$ cat config.mk
export PLATFORM = sky130hd
export DESIGN_NAME = core_ibex_xif_rvfi_gen_flat
export DESIGN_NICKNAME = d
export VERILOG_FILES = /design/src/rtl/core_ibex_xif_rvfi_gen_if.sv /design/src/rtl/core_ibex_xif_rvfi_gen.sv /design/src/flat_wrapper.sv
export SDC_FILE = /design/constraint.sdc
export NUM_CORES = 2
export LEC_CHECK = 0
export CORE_MARGIN = 8
export CORE_UTILIZATION = 57
export DETAILED_ROUTE_END_ITERATION = 8
export GPL_ROUTABILITY_DRIVEN = 0
export GPL_TIMING_DRIVEN = 1
export PLACE_DENSITY_LB_ADDON = 0.15
export SLEW_MARGIN = 20
export SYNTH_ARGS = -nofsm -noshare
export SYNTH_HDL_FRONTEND = slang
export SYNTH_SLANG_ARGS = --single-unit
$ cat constraint.sdc
create_clock -name clk -period 6.35 [get_ports clk]
set_input_delay 1.27 -clock clk [delete_from_list [all_inputs] [get_ports clk]]
set_output_delay 1.27 -clock clk [all_outputs]
set_load 0.01 [all_outputs]
$ cat src/rtl/core_ibex_xif_rvfi_gen_if.sv
// ---------------------------------------------------------------------------
// core_ibex_xif_rvfi_gen_if
//
// Bundles every event and record signal of the RVFI trace producer.
//
//   ID  group  : id_valid_i / id_ready_o handshake plus instruction word, PC,
//                next PC, privilege mode, source register addresses and
//                values, trap flag, and the irq_taken_i pulse.
//   LSU group  : lsu_valid_i plus address, byte masks and read/write data
//                of the access that completes for the oldest instruction.
//   WB group   : wb_valid_i plus destination register address and value.
//   RVFI group : one registered retirement record (rvfi_*), and err_o.
//
// Modports:
//   slave  - the trace producer (consumes ID/LSU/WB, drives RVFI and err_o)
//   master - the pipeline side (drives ID/LSU/WB, observes RVFI and err_o)
// ---------------------------------------------------------------------------
interface core_ibex_xif_rvfi_gen_if;

    // Decode
    logic        id_valid_i;
    logic        id_ready_o;
    logic [31:0] id_insn_i;
    logic [31:0] id_pc_i;
    logic [31:0] id_pc_next_i;
    logic [1:0]  id_mode_i;
    logic [4:0]  id_rs1_addr_i;
    logic [4:0]  id_rs2_addr_i;
    logic [31:0] id_rs1_rdata_i;
    logic [31:0] id_rs2_rdata_i;
    logic        id_trap_i;
    logic        irq_taken_i;

    // Load/store
    logic        lsu_valid_i;
    logic [31:0] lsu_addr_i;
    logic [3:0]  lsu_rmask_i;
    logic [3:0]  lsu_wmask_i;
    logic [31:0] lsu_rdata_i;
    logic [31:0] lsu_wdata_i;

    // Writeback
    logic        wb_valid_i;
    logic [4:0]  wb_rd_addr_i;
    logic [31:0] wb_rd_wdata_i;

    // Retirement record
    logic        rvfi_valid_o;
    logic [63:0] rvfi_order_o;
    logic [31:0] rvfi_insn_o;
    logic [31:0] rvfi_pc_rdata_o;
    logic [31:0] rvfi_pc_wdata_o;
    logic [31:0] rvfi_rs1_rdata_o;
    logic [31:0] rvfi_rs2_rdata_o;
    logic [31:0] rvfi_rd_wdata_o;
    logic [31:0] rvfi_mem_addr_o;
    logic [31:0] rvfi_mem_rdata_o;
    logic [31:0] rvfi_mem_wdata_o;
    logic [4:0]  rvfi_rs1_addr_o;
    logic [4:0]  rvfi_rs2_addr_o;
    logic [4:0]  rvfi_rd_addr_o;
    logic [3:0]  rvfi_mem_rmask_o;
    logic [3:0]  rvfi_mem_wmask_o;
    logic [1:0]  rvfi_mode_o;
    logic [1:0]  rvfi_ixl_o;
    logic        rvfi_trap_o;
    logic        rvfi_intr_o;
    logic        rvfi_halt_o;
    logic        err_o;

    modport slave (
        input  id_valid_i, id_insn_i, id_pc_i, id_pc_next_i, id_mode_i,
               id_rs1_addr_i, id_rs2_addr_i, id_rs1_rdata_i, id_rs2_rdata_i,
               id_trap_i, irq_taken_i,
               lsu_valid_i, lsu_addr_i, lsu_rmask_i, lsu_wmask_i,
               lsu_rdata_i, lsu_wdata_i,
               wb_valid_i, wb_rd_addr_i, wb_rd_wdata_i,
        output id_ready_o,
               rvfi_valid_o, rvfi_order_o, rvfi_insn_o, rvfi_pc_rdata_o,
               rvfi_pc_wdata_o, rvfi_rs1_rdata_o, rvfi_rs2_rdata_o,
               rvfi_rd_wdata_o, rvfi_mem_addr_o, rvfi_mem_rdata_o,
               rvfi_mem_wdata_o, rvfi_rs1_addr_o, rvfi_rs2_addr_o,
               rvfi_rd_addr_o, rvfi_mem_rmask_o, rvfi_mem_wmask_o,
               rvfi_mode_o, rvfi_ixl_o, rvfi_trap_o, rvfi_intr_o,
               rvfi_halt_o, err_o
    );

    modport master (
        output id_valid_i, id_insn_i, id_pc_i, id_pc_next_i, id_mode_i,
               id_rs1_addr_i, id_rs2_addr_i, id_rs1_rdata_i, id_rs2_rdata_i,
               id_trap_i, irq_taken_i,
               lsu_valid_i, lsu_addr_i, lsu_rmask_i, lsu_wmask_i,
               lsu_rdata_i, lsu_wdata_i,
               wb_valid_i, wb_rd_addr_i, wb_rd_wdata_i,
        input  id_ready_o,
               rvfi_valid_o, rvfi_order_o, rvfi_insn_o, rvfi_pc_rdata_o,
               rvfi_pc_wdata_o, rvfi_rs1_rdata_o, rvfi_rs2_rdata_o,
               rvfi_rd_wdata_o, rvfi_mem_addr_o, rvfi_mem_rdata_o,
               rvfi_mem_wdata_o, rvfi_rs1_addr_o, rvfi_rs2_addr_o,
               rvfi_rd_addr_o, rvfi_mem_rmask_o, rvfi_mem_wmask_o,
               rvfi_mode_o, rvfi_ixl_o, rvfi_trap_o, rvfi_intr_o,
               rvfi_halt_o, err_o
    );

endinterface

$ cat src/rtl/core_ibex_xif_rvfi_gen.sv
// ---------------------------------------------------------------------------
// core_ibex_xif_rvfi_gen
//
// Producer side of the RVFI retirement trace. Instructions leaving decode are
// pushed into an in-order circular buffer of DEPTH entries. Memory results
// from the LSU are merged into the oldest entry, and a writeback (or, for an
// instruction that trapped in decode, the mere fact of being oldest) retires
// that entry into a registered RVFI record one cycle later.
//
// Ports:
//   clk    - clock
//   reset  - synchronous, active-high reset; discards all in-flight entries
//   bus    - slave modport of core_ibex_xif_rvfi_gen_if (ID/LSU/WB events in,
//            RVFI record, id_ready_o and sticky err_o out)
//
// Parameter:
//   DEPTH  - number of in-flight entries; power of two, at least 2
// ---------------------------------------------------------------------------
module core_ibex_xif_rvfi_gen #(
    parameter int unsigned DEPTH = 2
) (
    input  logic                     clk,
    input  logic                     reset,
    core_ibex_xif_rvfi_gen_if.slave  bus
);

    localparam int unsigned AW = $clog2(DEPTH);

    // One extra pointer bit distinguishes full from empty.
    typedef logic [AW:0]   ptr_t;
    typedef logic [AW-1:0] idx_t;

    typedef struct packed {
        logic [31:0] insn;
        logic [31:0] pc;
        logic [31:0] pc_next;
        logic [1:0]  mode;
        logic [4:0]  rs1_addr;
        logic [4:0]  rs2_addr;
        logic [31:0] rs1_rdata;
        logic [31:0] rs2_rdata;
        logic        trap;
        logic        intr;
        logic [31:0] mem_addr;
        logic [3:0]  mem_rmask;
        logic [3:0]  mem_wmask;
        logic [31:0] mem_rdata;
        logic [31:0] mem_wdata;
    } entry_t;

    typedef struct packed {
        logic [63:0] order;
        logic [31:0] insn;
        logic [31:0] pc_rdata;
        logic [31:0] pc_wdata;
        logic [4:0]  rs1_addr;
        logic [4:0]  rs2_addr;
        logic [31:0] rs1_rdata;
        logic [31:0] rs2_rdata;
        logic [4:0]  rd_addr;
        logic [31:0] rd_wdata;
        logic [31:0] mem_addr;
        logic [3:0]  mem_rmask;
        logic [3:0]  mem_wmask;
        logic [31:0] mem_rdata;
        logic [31:0] mem_wdata;
        logic [1:0]  mode;
        logic        trap;
        logic        intr;
    } record_t;

    // -----------------------------------------------------------------------
    // State
    // -----------------------------------------------------------------------
    ptr_t        wr_ptr_q, wr_ptr_d;
    ptr_t        rd_ptr_q, rd_ptr_d;
    logic        pending_intr_q, pending_intr_d;
    logic        err_q, err_d;
    logic [63:0] order_q, order_d;
    logic        rvfi_valid_q, rvfi_valid_d;
    record_t     rec_q, rec_d;

    // Read view of the slot registers (each slot owns its own flops below).
    entry_t      entry_q [DEPTH];

    // -----------------------------------------------------------------------
    // Buffer status and event qualification (registered state only)
    // -----------------------------------------------------------------------
    ptr_t   count;
    logic   empty;
    logic   full;
    idx_t   wr_idx;
    idx_t   rd_idx;
    entry_t head;
    logic   push;
    logic   head_is_trap;
    logic   lsu_ok;
    logic   wb_ok;
    logic   trap_retire;
    logic   retire;
    entry_t push_entry;

    always_comb begin
        count  = wr_ptr_q - rd_ptr_q;
        empty  = (count == '0);
        full   = (count == ptr_t'(DEPTH));
        wr_idx = wr_ptr_q[AW-1:0];
        rd_idx = rd_ptr_q[AW-1:0];
        head   = entry_q[rd_idx];

        head_is_trap = !empty && head.trap;

        // A push is decided on registered fullness; a retirement in the same
        // cycle does not open a slot early.
        push = bus.id_valid_i && !full;

        // LSU and WB events only apply to a non-trap oldest entry.
        lsu_ok = bus.lsu_valid_i && !empty && !head.trap;
        wb_ok  = bus.wb_valid_i  && !empty && !head.trap;

        // A trap entry retires on its own, but yields to a (bogus) writeback
        // in the same cycle so that the error is flagged and nothing retires.
        trap_retire = head_is_trap && !bus.wb_valid_i;
        retire      = wb_ok || trap_retire;
    end

    // New entry built from ID fields; memory fields start cleared.
    always_comb begin
        push_entry           = '0;
        push_entry.insn      = bus.id_insn_i;
        push_entry.pc        = bus.id_pc_i;
        push_entry.pc_next   = bus.id_pc_next_i;
        push_entry.mode      = bus.id_mode_i;
        push_entry.rs1_addr  = bus.id_rs1_addr_i;
        push_entry.rs2_addr  = bus.id_rs2_addr_i;
        push_entry.rs1_rdata = bus.id_rs1_rdata_i;
        push_entry.rs2_rdata = bus.id_rs2_rdata_i;
        push_entry.trap      = bus.id_trap_i;
        // An interrupt taken earlier without a push is attributed to the next
        // instruction that enters the buffer.
        push_entry.intr      = bus.irq_taken_i || pending_intr_q;
    end

    // -----------------------------------------------------------------------
    // Entry slots
    // -----------------------------------------------------------------------
    for (genvar gi = 0; gi < DEPTH; gi++) begin : g_slot
        localparam idx_t SLOT = idx_t'(gi);

        entry_t slot_q, slot_d;

        always_comb begin
            slot_d = slot_q;
            if (push && (wr_idx == SLOT)) begin
                slot_d = push_entry;
            end
            // Push and LSU never target the same slot: that would need the
            // buffer to be empty (LSU rejected) or full (push rejected).
            if (lsu_ok && (rd_idx == SLOT)) begin
                slot_d.mem_addr  = bus.lsu_addr_i;
                slot_d.mem_rmask = bus.lsu_rmask_i;
                slot_d.mem_wmask = bus.lsu_wmask_i;
                slot_d.mem_rdata = bus.lsu_rdata_i;
                slot_d.mem_wdata = bus.lsu_wdata_i;
            end
        end

        always_ff @(posedge clk) begin
            if (reset) begin
                slot_q <= '0;
            end else begin
                slot_q <= slot_d;
            end
        end

        assign entry_q[gi] = slot_q;
    end

    // -----------------------------------------------------------------------
    // Pointers, interrupt attribution, error flag
    // -----------------------------------------------------------------------
    always_comb begin
        wr_ptr_d       = wr_ptr_q;
        rd_ptr_d       = rd_ptr_q;
        pending_intr_d = pending_intr_q;
        err_d          = err_q;

        if (push) begin
            wr_ptr_d       = wr_ptr_q + ptr_t'(1);
            pending_intr_d = 1'b0;
        end else if (bus.irq_taken_i) begin
            pending_intr_d = 1'b1;
        end

        if (retire) begin
            rd_ptr_d = rd_ptr_q + ptr_t'(1);
        end

        // Sticky protocol errors: push into a full buffer, or an LSU/WB event
        // with no eligible oldest entry.
        if ((bus.id_valid_i && full) ||
            (bus.lsu_valid_i && (empty || head.trap)) ||
            (bus.wb_valid_i && (empty || head.trap))) begin
            err_d = 1'b1;
        end
    end

    // -----------------------------------------------------------------------
    // Retirement record
    // -----------------------------------------------------------------------
    always_comb begin
        rec_d        = rec_q;
        rvfi_valid_d = 1'b0;
        order_d      = order_q;

        if (retire) begin
            rvfi_valid_d    = 1'b1;
            order_d         = order_q + 64'd1;

            rec_d.order     = order_q;
            rec_d.insn      = head.insn;
            rec_d.pc_rdata  = head.pc;
            rec_d.pc_wdata  = head.pc_next;
            rec_d.rs1_addr  = head.rs1_addr;
            rec_d.rs2_addr  = head.rs2_addr;
            rec_d.rs1_rdata = head.rs1_rdata;
            rec_d.rs2_rdata = head.rs2_rdata;
            rec_d.mode      = head.mode;
            rec_d.intr      = head.intr;

            if (trap_retire) begin
                rec_d.trap      = 1'b1;
                rec_d.rd_addr   = '0;
                rec_d.rd_wdata  = '0;
                rec_d.mem_addr  = '0;
                rec_d.mem_rmask = '0;
                rec_d.mem_wmask = '0;
                rec_d.mem_rdata = '0;
                rec_d.mem_wdata = '0;
            end else begin
                rec_d.trap     = 1'b0;
                rec_d.rd_addr  = bus.wb_rd_addr_i;
                // x0 is hardwired to zero whatever the writeback claims.
                rec_d.rd_wdata = (bus.wb_rd_addr_i == 5'd0) ? 32'd0
                                                            : bus.wb_rd_wdata_i;
                // An access completing in the retiring cycle has not reached
                // the slot yet, so forward it straight from the LSU.
                if (lsu_ok) begin
                    rec_d.mem_addr  = bus.lsu_addr_i;
                    rec_d.mem_rmask = bus.lsu_rmask_i;
                    rec_d.mem_wmask = bus.lsu_wmask_i;
                    rec_d.mem_rdata = bus.lsu_rdata_i;
                    rec_d.mem_wdata = bus.lsu_wdata_i;
                end else begin
                    rec_d.mem_addr  = head.mem_addr;
                    rec_d.mem_rmask = head.mem_rmask;
                    rec_d.mem_wmask = head.mem_wmask;
                    rec_d.mem_rdata = head.mem_rdata;
                    rec_d.mem_wdata = head.mem_wdata;
                end
            end
        end
    end

    always_ff @(posedge clk) begin
        if (reset) begin
            wr_ptr_q       <= '0;
            rd_ptr_q       <= '0;
            pending_intr_q <= 1'b0;
            err_q          <= 1'b0;
            order_q        <= '0;
            rvfi_valid_q   <= 1'b0;
            rec_q          <= '0;
        end else begin
            wr_ptr_q       <= wr_ptr_d;
            rd_ptr_q       <= rd_ptr_d;
            pending_intr_q <= pending_intr_d;
            err_q          <= err_d;
            order_q        <= order_d;
            rvfi_valid_q   <= rvfi_valid_d;
            rec_q          <= rec_d;
        end
    end

    // -----------------------------------------------------------------------
    // Outputs
    // -----------------------------------------------------------------------
    assign bus.id_ready_o       = !full;
    assign bus.err_o            = err_q;

    assign bus.rvfi_valid_o     = rvfi_valid_q;
    assign bus.rvfi_order_o     = rec_q.order;
    assign bus.rvfi_insn_o      = rec_q.insn;
    assign bus.rvfi_pc_rdata_o  = rec_q.pc_rdata;
    assign bus.rvfi_pc_wdata_o  = rec_q.pc_wdata;
    assign bus.rvfi_rs1_addr_o  = rec_q.rs1_addr;
    assign bus.rvfi_rs2_addr_o  = rec_q.rs2_addr;
    assign bus.rvfi_rs1_rdata_o = rec_q.rs1_rdata;
    assign bus.rvfi_rs2_rdata_o = rec_q.rs2_rdata;
    assign bus.rvfi_rd_addr_o   = rec_q.rd_addr;
    assign bus.rvfi_rd_wdata_o  = rec_q.rd_wdata;
    assign bus.rvfi_mem_addr_o  = rec_q.mem_addr;
    assign bus.rvfi_mem_rmask_o = rec_q.mem_rmask;
    assign bus.rvfi_mem_wmask_o = rec_q.mem_wmask;
    assign bus.rvfi_mem_rdata_o = rec_q.mem_rdata;
    assign bus.rvfi_mem_wdata_o = rec_q.mem_wdata;
    assign bus.rvfi_mode_o      = rec_q.mode;
    assign bus.rvfi_trap_o      = rec_q.trap;
    assign bus.rvfi_intr_o      = rec_q.intr;
    assign bus.rvfi_ixl_o       = 2'b01;
    assign bus.rvfi_halt_o      = 1'b0;

endmodule

$ cat src/flat_wrapper.sv
// flat-port wrapper written by rule: the top's interface ports become plain ports
module core_ibex_xif_rvfi_gen_flat 
#(
    parameter int unsigned DEPTH = 2
)
  (clk, reset, bus_id_valid_i, bus_id_insn_i, bus_id_pc_i, bus_id_pc_next_i, bus_id_mode_i, bus_id_rs1_addr_i, bus_id_rs2_addr_i, bus_id_rs1_rdata_i, bus_id_rs2_rdata_i, bus_id_trap_i, bus_irq_taken_i, bus_lsu_valid_i, bus_lsu_addr_i, bus_lsu_rmask_i, bus_lsu_wmask_i, bus_lsu_rdata_i, bus_lsu_wdata_i, bus_wb_valid_i, bus_wb_rd_addr_i, bus_wb_rd_wdata_i, bus_id_ready_o, bus_rvfi_valid_o, bus_rvfi_order_o, bus_rvfi_insn_o, bus_rvfi_pc_rdata_o, bus_rvfi_pc_wdata_o, bus_rvfi_rs1_rdata_o, bus_rvfi_rs2_rdata_o, bus_rvfi_rd_wdata_o, bus_rvfi_mem_addr_o, bus_rvfi_mem_rdata_o, bus_rvfi_mem_wdata_o, bus_rvfi_rs1_addr_o, bus_rvfi_rs2_addr_o, bus_rvfi_rd_addr_o, bus_rvfi_mem_rmask_o, bus_rvfi_mem_wmask_o, bus_rvfi_mode_o, bus_rvfi_ixl_o, bus_rvfi_trap_o, bus_rvfi_intr_o, bus_rvfi_halt_o, bus_err_o);
  core_ibex_xif_rvfi_gen_if bus_i ();
  input  logic clk;
  input  logic reset;
  input wire logic [$bits(bus_i.id_valid_i)-1:0] bus_id_valid_i;
  input wire logic [$bits(bus_i.id_insn_i)-1:0] bus_id_insn_i;
  input wire logic [$bits(bus_i.id_pc_i)-1:0] bus_id_pc_i;
  input wire logic [$bits(bus_i.id_pc_next_i)-1:0] bus_id_pc_next_i;
  input wire logic [$bits(bus_i.id_mode_i)-1:0] bus_id_mode_i;
  input wire logic [$bits(bus_i.id_rs1_addr_i)-1:0] bus_id_rs1_addr_i;
  input wire logic [$bits(bus_i.id_rs2_addr_i)-1:0] bus_id_rs2_addr_i;
  input wire logic [$bits(bus_i.id_rs1_rdata_i)-1:0] bus_id_rs1_rdata_i;
  input wire logic [$bits(bus_i.id_rs2_rdata_i)-1:0] bus_id_rs2_rdata_i;
  input wire logic [$bits(bus_i.id_trap_i)-1:0] bus_id_trap_i;
  input wire logic [$bits(bus_i.irq_taken_i)-1:0] bus_irq_taken_i;
  input wire logic [$bits(bus_i.lsu_valid_i)-1:0] bus_lsu_valid_i;
  input wire logic [$bits(bus_i.lsu_addr_i)-1:0] bus_lsu_addr_i;
  input wire logic [$bits(bus_i.lsu_rmask_i)-1:0] bus_lsu_rmask_i;
  input wire logic [$bits(bus_i.lsu_wmask_i)-1:0] bus_lsu_wmask_i;
  input wire logic [$bits(bus_i.lsu_rdata_i)-1:0] bus_lsu_rdata_i;
  input wire logic [$bits(bus_i.lsu_wdata_i)-1:0] bus_lsu_wdata_i;
  input wire logic [$bits(bus_i.wb_valid_i)-1:0] bus_wb_valid_i;
  input wire logic [$bits(bus_i.wb_rd_addr_i)-1:0] bus_wb_rd_addr_i;
  input wire logic [$bits(bus_i.wb_rd_wdata_i)-1:0] bus_wb_rd_wdata_i;
  output wire logic [$bits(bus_i.id_ready_o)-1:0] bus_id_ready_o;
  output wire logic [$bits(bus_i.rvfi_valid_o)-1:0] bus_rvfi_valid_o;
  output wire logic [$bits(bus_i.rvfi_order_o)-1:0] bus_rvfi_order_o;
  output wire logic [$bits(bus_i.rvfi_insn_o)-1:0] bus_rvfi_insn_o;
  output wire logic [$bits(bus_i.rvfi_pc_rdata_o)-1:0] bus_rvfi_pc_rdata_o;
  output wire logic [$bits(bus_i.rvfi_pc_wdata_o)-1:0] bus_rvfi_pc_wdata_o;
  output wire logic [$bits(bus_i.rvfi_rs1_rdata_o)-1:0] bus_rvfi_rs1_rdata_o;
  output wire logic [$bits(bus_i.rvfi_rs2_rdata_o)-1:0] bus_rvfi_rs2_rdata_o;
  output wire logic [$bits(bus_i.rvfi_rd_wdata_o)-1:0] bus_rvfi_rd_wdata_o;
  output wire logic [$bits(bus_i.rvfi_mem_addr_o)-1:0] bus_rvfi_mem_addr_o;
  output wire logic [$bits(bus_i.rvfi_mem_rdata_o)-1:0] bus_rvfi_mem_rdata_o;
  output wire logic [$bits(bus_i.rvfi_mem_wdata_o)-1:0] bus_rvfi_mem_wdata_o;
  output wire logic [$bits(bus_i.rvfi_rs1_addr_o)-1:0] bus_rvfi_rs1_addr_o;
  output wire logic [$bits(bus_i.rvfi_rs2_addr_o)-1:0] bus_rvfi_rs2_addr_o;
  output wire logic [$bits(bus_i.rvfi_rd_addr_o)-1:0] bus_rvfi_rd_addr_o;
  output wire logic [$bits(bus_i.rvfi_mem_rmask_o)-1:0] bus_rvfi_mem_rmask_o;
  output wire logic [$bits(bus_i.rvfi_mem_wmask_o)-1:0] bus_rvfi_mem_wmask_o;
  output wire logic [$bits(bus_i.rvfi_mode_o)-1:0] bus_rvfi_mode_o;
  output wire logic [$bits(bus_i.rvfi_ixl_o)-1:0] bus_rvfi_ixl_o;
  output wire logic [$bits(bus_i.rvfi_trap_o)-1:0] bus_rvfi_trap_o;
  output wire logic [$bits(bus_i.rvfi_intr_o)-1:0] bus_rvfi_intr_o;
  output wire logic [$bits(bus_i.rvfi_halt_o)-1:0] bus_rvfi_halt_o;
  output wire logic [$bits(bus_i.err_o)-1:0] bus_err_o;
  assign bus_i.id_valid_i = bus_id_valid_i;
  assign bus_i.id_insn_i = bus_id_insn_i;
  assign bus_i.id_pc_i = bus_id_pc_i;
  assign bus_i.id_pc_next_i = bus_id_pc_next_i;
  assign bus_i.id_mode_i = bus_id_mode_i;
  assign bus_i.id_rs1_addr_i = bus_id_rs1_addr_i;
  assign bus_i.id_rs2_addr_i = bus_id_rs2_addr_i;
  assign bus_i.id_rs1_rdata_i = bus_id_rs1_rdata_i;
  assign bus_i.id_rs2_rdata_i = bus_id_rs2_rdata_i;
  assign bus_i.id_trap_i = bus_id_trap_i;
  assign bus_i.irq_taken_i = bus_irq_taken_i;
  assign bus_i.lsu_valid_i = bus_lsu_valid_i;
  assign bus_i.lsu_addr_i = bus_lsu_addr_i;
  assign bus_i.lsu_rmask_i = bus_lsu_rmask_i;
  assign bus_i.lsu_wmask_i = bus_lsu_wmask_i;
  assign bus_i.lsu_rdata_i = bus_lsu_rdata_i;
  assign bus_i.lsu_wdata_i = bus_lsu_wdata_i;
  assign bus_i.wb_valid_i = bus_wb_valid_i;
  assign bus_i.wb_rd_addr_i = bus_wb_rd_addr_i;
  assign bus_i.wb_rd_wdata_i = bus_wb_rd_wdata_i;
  assign bus_id_ready_o = bus_i.id_ready_o;
  assign bus_rvfi_valid_o = bus_i.rvfi_valid_o;
  assign bus_rvfi_order_o = bus_i.rvfi_order_o;
  assign bus_rvfi_insn_o = bus_i.rvfi_insn_o;
  assign bus_rvfi_pc_rdata_o = bus_i.rvfi_pc_rdata_o;
  assign bus_rvfi_pc_wdata_o = bus_i.rvfi_pc_wdata_o;
  assign bus_rvfi_rs1_rdata_o = bus_i.rvfi_rs1_rdata_o;
  assign bus_rvfi_rs2_rdata_o = bus_i.rvfi_rs2_rdata_o;
  assign bus_rvfi_rd_wdata_o = bus_i.rvfi_rd_wdata_o;
  assign bus_rvfi_mem_addr_o = bus_i.rvfi_mem_addr_o;
  assign bus_rvfi_mem_rdata_o = bus_i.rvfi_mem_rdata_o;
  assign bus_rvfi_mem_wdata_o = bus_i.rvfi_mem_wdata_o;
  assign bus_rvfi_rs1_addr_o = bus_i.rvfi_rs1_addr_o;
  assign bus_rvfi_rs2_addr_o = bus_i.rvfi_rs2_addr_o;
  assign bus_rvfi_rd_addr_o = bus_i.rvfi_rd_addr_o;
  assign bus_rvfi_mem_rmask_o = bus_i.rvfi_mem_rmask_o;
  assign bus_rvfi_mem_wmask_o = bus_i.rvfi_mem_wmask_o;
  assign bus_rvfi_mode_o = bus_i.rvfi_mode_o;
  assign bus_rvfi_ixl_o = bus_i.rvfi_ixl_o;
  assign bus_rvfi_trap_o = bus_i.rvfi_trap_o;
  assign bus_rvfi_intr_o = bus_i.rvfi_intr_o;
  assign bus_rvfi_halt_o = bus_i.rvfi_halt_o;
  assign bus_err_o = bus_i.err_o;
  core_ibex_xif_rvfi_gen #(.DEPTH(DEPTH)) u_core (.clk(clk), .reset(reset), .bus(bus_i));
endmodule
Word level (Yosys, flattened, before mapping)

Index checks and enable logic that the tools add are counted.

Flip-flop bits (word level): 1,006
Latch bits: 0
Bits in writable memories: 0
Bits in read-only memories: 0
Input port bits: 320
Logic and storage cells: 103
Memories kept: 0

$add $sub $neg: 4
$mul: 0
Divide/modulo/power cells: 0
$lt $le $gt $ge: 1
Eq/ne operators: 1
Shifts and indexed selects: 0
Multiplexer cells: 12
Bitwise gates (word level): 3
Reduce and logical (&&, ||, !) cells: 28

Operator list:

| kind                    | number |
|---|---|
| $mux W278               | 3 |
| $mux W104               | 5 |
| $mux W141               | 1 |
| $add A64 B1 Y64 const B | 1 |
| $mux W32                | 1 |
| $logic_and A1 B1 Y1     | 14 |
| $logic_not A5 Y1        | 1 |
| $logic_or A1 B1 Y1      | 5 |
| $add A2 B1 Y2 const B   | 2 |
| $logic_not A1 Y1        | 4 |
| $reduce_bool A2 Y1      | 2 |
| $eq A2 B2 Y1 const B    | 1 |
| $ge A2 B2 Y1 const B    | 1 |
| $logic_not A2 Y1        | 1 |
| $mux W1                 | 2 |
| $not A1 Y1              | 2 |
| $not A1 Y2              | 1 |
| $reduce_or A2 Y1        | 1 |
| $sub A2 B2 Y2           | 1 |

Depth between registers and ports, before layout

Depth in word-level cells: 8
Mapped depth: 9
Mapped depth without buffers: 6

Worst setup path before layout

OpenSTA, ideal clock, no wires.

Kind: input to register
Start point: input port bus_wb_valid_i
End point: register u_core.order_q[58]
Arrival: 2.725 ns
Setup slack: 3.504 ns
Cell stages on the path: 4
Buffers on the path: 0
Path through: xnor2_1 -> nand4_1 -> nor4_1 -> mux2_2

Word-level cells in the longest chain between the ends: 3
Elaborated cells between the ends (all ways): 5
Those cells by class: 5 x reduce/logical

Ends and longest elaborated chain:

| item                                                           | line                                                         | text |
|---|---|---|
| start: declaration                                             | flat_wrapper.sv:27                                           | `input wire logic [$bits(bus_i.wb_valid_i)-1:0] bus_wb_valid_i;` |
| $logic_and A1 B1 Y1 / $logic_not A1 Y1 (equally long branches) | core_ibex_xif_rvfi_gen.sv:119, core_ibex_xif_rvfi_gen.sv:123 |  |
| $logic_and A1 B1 Y1 (on tied branches)                         | core_ibex_xif_rvfi_gen.sv:119, core_ibex_xif_rvfi_gen.sv:123 |  |
| $logic_or A1 B1 Y1 *                                           | core_ibex_xif_rvfi_gen.sv:124                                | `retire = wb_ok \|\| trap_retire;` |
| end signal: assignment                                         | core_ibex_xif_rvfi_gen.sv:279                                | `order_q <= order_d;` |
| end: declaration                                               | core_ibex_xif_rvfi_gen.sv:79                                 | `logic [63:0] order_q, order_d;` |

Mark *: on every way between the ends. The rest lies on a longest branch, timed or not.
A chain may end at the register's enable or synchronous reset.

Final worst setup path

Start point: register u_core.rd_ptr_q[0]
End point: output port bus_id_ready_o

Word-level cells in the longest chain between the ends: 3

Ends and longest elaborated chain:

| item                     | line                          | text |
|---|---|---|
| start: declaration       | core_ibex_xif_rvfi_gen.sv:76  | `ptr_t rd_ptr_q, rd_ptr_d;` |
| start signal: assignment | core_ibex_xif_rvfi_gen.sv:276 | `rd_ptr_q <= rd_ptr_d;` |
| $sub A2 B2 Y2            | core_ibex_xif_rvfi_gen.sv:104 | `count = wr_ptr_q - rd_ptr_q;` |
| $eq A2 B2 Y1             | core_ibex_xif_rvfi_gen.sv:106 | `full = (count == ptr_t'(DEPTH));` |
| $logic_not A1 Y1         | core_ibex_xif_rvfi_gen.sv:288 | `assign bus.id_ready_o = !full;` |
| end: declaration         | flat_wrapper.sv:30            | `output wire logic [$bits(bus_i.id_ready_o)-1:0] bus_id_ready_o;` |

No other way between the ends.

==> metrics.md <==
| Metric | Value |
|---|---|
| Result of the run | completed |
| Final Skew | 21.2 ps |
| Initial antenna violation count | 48 |
| Mean area per synthesized cell | 8.37 um2 |
| Post-synthesis mux area share | 7.62% |
| Crit path launch type | flip-flop |
| Yosys warns | 0 |
| GRT overflow | 0 |
| Largest family of logic cells by synthesized area | simple AND/OR/NAND/NOR gates |
| CTS resizes | 0 |
| Vias in the first global route | 32800 |
| Tcrit/Tclk final | 60.9% |
| Switching pwr | 6.43 mW |
| Post-route ant nets | 0 |
| Simple-Gate Fraction of Synth Area | 19.2% |
| Clk pwr share | 30.4% |
| Fmax | 258 MHz |
| Critical path type | flip-flop to output port |
| VDD IR max | 356 uV |
| DRT Wirelength | 121 mm |
| Layout cells sized above 1 | 4.40% |
| Seq pwr share | 39.8% |
| Die width | 278 um |
| Root Buffer | clkbuf_16 |
| Nets | 5424 |
| Max clock buf depth | 3 |
| Slew margin rel. | 20.3% |
| Most frequent cell after synthesis | nand2_1 |
| Port Buffers | 701 |
| Synth top area cells | dfxtp_1, nand2_1, a21oi_1 |
| Drt wl/cell | 19.8 um |
| Synth cell types | 51 |
| Share of synthesized registers carrying an async set or reset | 0% |
| Hold Vio Cnt, Final | 0 |
| Number of flops mapped to enable cells by yosys | 0 |
| Sequential share of the synthesized area | 51.6% |
| Required @ worst endpoint | 5080 ps |
| P_int | 13.0 mW |
| Net Sw Frac | 33.1% |
| Logic pwr share | 29.8% |
| Synth Area in Compound Gates | 16.7% |
| HPWL after detailed placement | 76.0 mm |
| CTS Buf Count | 99 |
| Post-Synth XOR/XNOR Area | 0.779% |
| Finished Cell Area | 0.0495 mm2 |
| CTS tree | done |
| DRC Markers | 0 |
| CP endpoint kind | output port |
| Post-Route Setup TNS | 0 ps |
| Post-Synth Adder-Cell Area | 0.0321% |
| RSZ-0062 raised after global routing | false |
| Worst hold path class | flip-flop to flip-flop |
| Yosys top cell by area | dfxtp_1 |
| Cell count after synthesis | 4664 |
| DRT iter0 DRCs | 3096 |
| Synth Flop Type | dfxtp_1 |
| Clock slew at reported path FFs | 60 ps |
| Clk Latency, worst-skew pair | 660 ps |
| Arrival @ worst endpoint | 2600 ps |
| Post-Syn Area | 0.0390 mm2 |
| Initial Utilization | 57.2% |
| All-Layer GR Usage | 29.4% |
| Io pins | 705 |
| Clock period minus worst slack | 3870 ps |
| Worst Max-Slew Pin Slew | 1200 ps |
| PnR worst setup slack | 2480 ps |
| Vias per cell | 5.72 |
| # setup viols final | 0 |
| Post-Place Cell Area | 0.0462 mm2 |
| Synthesis-to-layout area growth | 26.9% |
| Largest net degree at the start of global routing | 237 |
| First-pass GRT wire length | 186 mm |
| Pleak | 16.4 nW |
| Site Rows | 96 |
| Pre-CTS WS | 2090 ps |
| Crit path max fanout | 28 |
| Die Area | 0.0771 mm2 |
| Hold buffers post-CTS | 0 |
| MaxCap Viol Count | 0 |
| Die Ht | 278 um |
| CTS H-tree depth | 3 |
| PD cells | 392 mW/mm2 |
| Core ar. | 0.0682 mm2 |
| Vias | 34900 |
| Post-synth top area share | 51.6% |
| Sink Count | 1006 |
| Drt pass-1 iters | 8 |
| Max reg flops | 556 |
| # Post-CTS Setup Buffers | 0 |
| Top cells by count, synth | nand2_1, dfxtp_1, a21oi_1 |
| Max-slew violation count | 0 |
| #FFs+latches synth | 1006 |
[area by class of cell]
| cell class | instances | area (um2) |
|---|---|---|
| Timing Repair Buffer | 738 | 7450 |
| Fill cell | 5362 | 18700 |
| Inverter | 11 | 41.3 |
| Sequential cell | 1006 | 20100 |
| Clock buffer | 142 | 2870 |
| Antenna cell | 37 | 92.6 |
| Tap cell | 882 | 1100 |
| Multi-Input combinational cell | 3247 | 17400 |
| Clock inverter | 32 | 379 |
[final timing paths]
path,slack [ps],cells past startpoint,to,startpoint
min reg2reg,450,2,u_core.bus.rvfi_order_o[34],u_core.bus.rvfi_order_o[34]
min,450,2,u_core.bus.rvfi_order_o[34],u_core.bus.rvfi_order_o[34]
max reg2reg,2730,6,u_core.entry_q[17],u_core.rd_ptr_q[0]
max,2480,3,bus_id_ready_o,u_core.rd_ptr_q[0]
[metrics by stage]
step                      hold slack [ps]  util, %  std cells  power (mW)
after floorplan                       436        -       4665        11.2
after global placement                441     67.7       5884        13.5
after detailed placement              445     67.7       5884        13.6
after CTS                             454     72.4       6058        19.5
after global routing                  465     72.5       6087        20.3
final                                 451     72.6       6095        19.4
[placed cells by master (no fill, tap or decap), types with 3 or more instances in the layout]
master	netlist	final
conb_1	2	3
nand3_1	232	231
clkbuf_8	0	17
buf_12	0	12
dfxtp_1	1006	1005
mux2_2	15	15
nor2b_1	15	15
or4_1	19	19
nor4b_1	4	4
nor3_1	13	13
nor2_1	377	372
and4_1	5	5
diode_2	0	37
a22oi_1	37	37
nand4_1	28	28
bufinv_16	0	7
buf_4	3	25
nor4_1	24	24
o2bb2ai_1	104	104
clkinvlp_4	0	4
or3_1	10	10
mux2i_1	277	277
clkinv_2	0	17
o31ai_1	15	15
a21oi_1	750	750
a211oi_1	177	177
o41ai_1	3	3
nand2_1	1066	1063
and3_1	7	6
o21ai_0	8	8
inv_1	11	11
nand4b_1	3	3
nor2_4	0	5
xnor2_1	27	26
clkbuf_1	346	23
clkdlybuf4s50_1	0	700
clkbuf_16	0	102
xor2_1	4	4
[logic make-up (layout without fill, tap and decap cells)]
kind of cell,count (synthesis),count (layout)
buffers and inverters,412,923
AOI/OAI and AO/OA,1101,1101
other,2,40
xor gates and xnor gates,33,33
and+or+nand+nor,1815,1815
DFF,1006,1006
adders and majority gates,1,1
muxes,294,294
[critical path, cell delays in order (launching register included)]
cell and delay [ps]:
dfxtp_4 730, xnor2_1 270, nand2_1 240, clkdlybuf4s50_1 690
[per-layer routing]
metal	share of wire (%)	vias up	wire length, um	GRT usage, %
li1	-	16900	-	-
met1	41	16500	49200	36.1
met2	47	1142	56800	47.3
met3	7.3	283	8860	7.75
met4	4.8	26	5820	15.2
met5	0.14	-	172	0
[power by group through the flow]
stage / combinational, mW / clock, mW / sequential, mW
finish: 5.78 / 5.90 / 7.73
detailed placement: 5.75 / 0 / 7.85
global route: 6.25 / 6.23 / 7.82
global placement: 5.68 / 0 / 7.82
CTS: 5.77 / 5.97 / 7.72
floorplan: 3.23 / 0 / 7.96
Power figures use the tool's default switching activity.
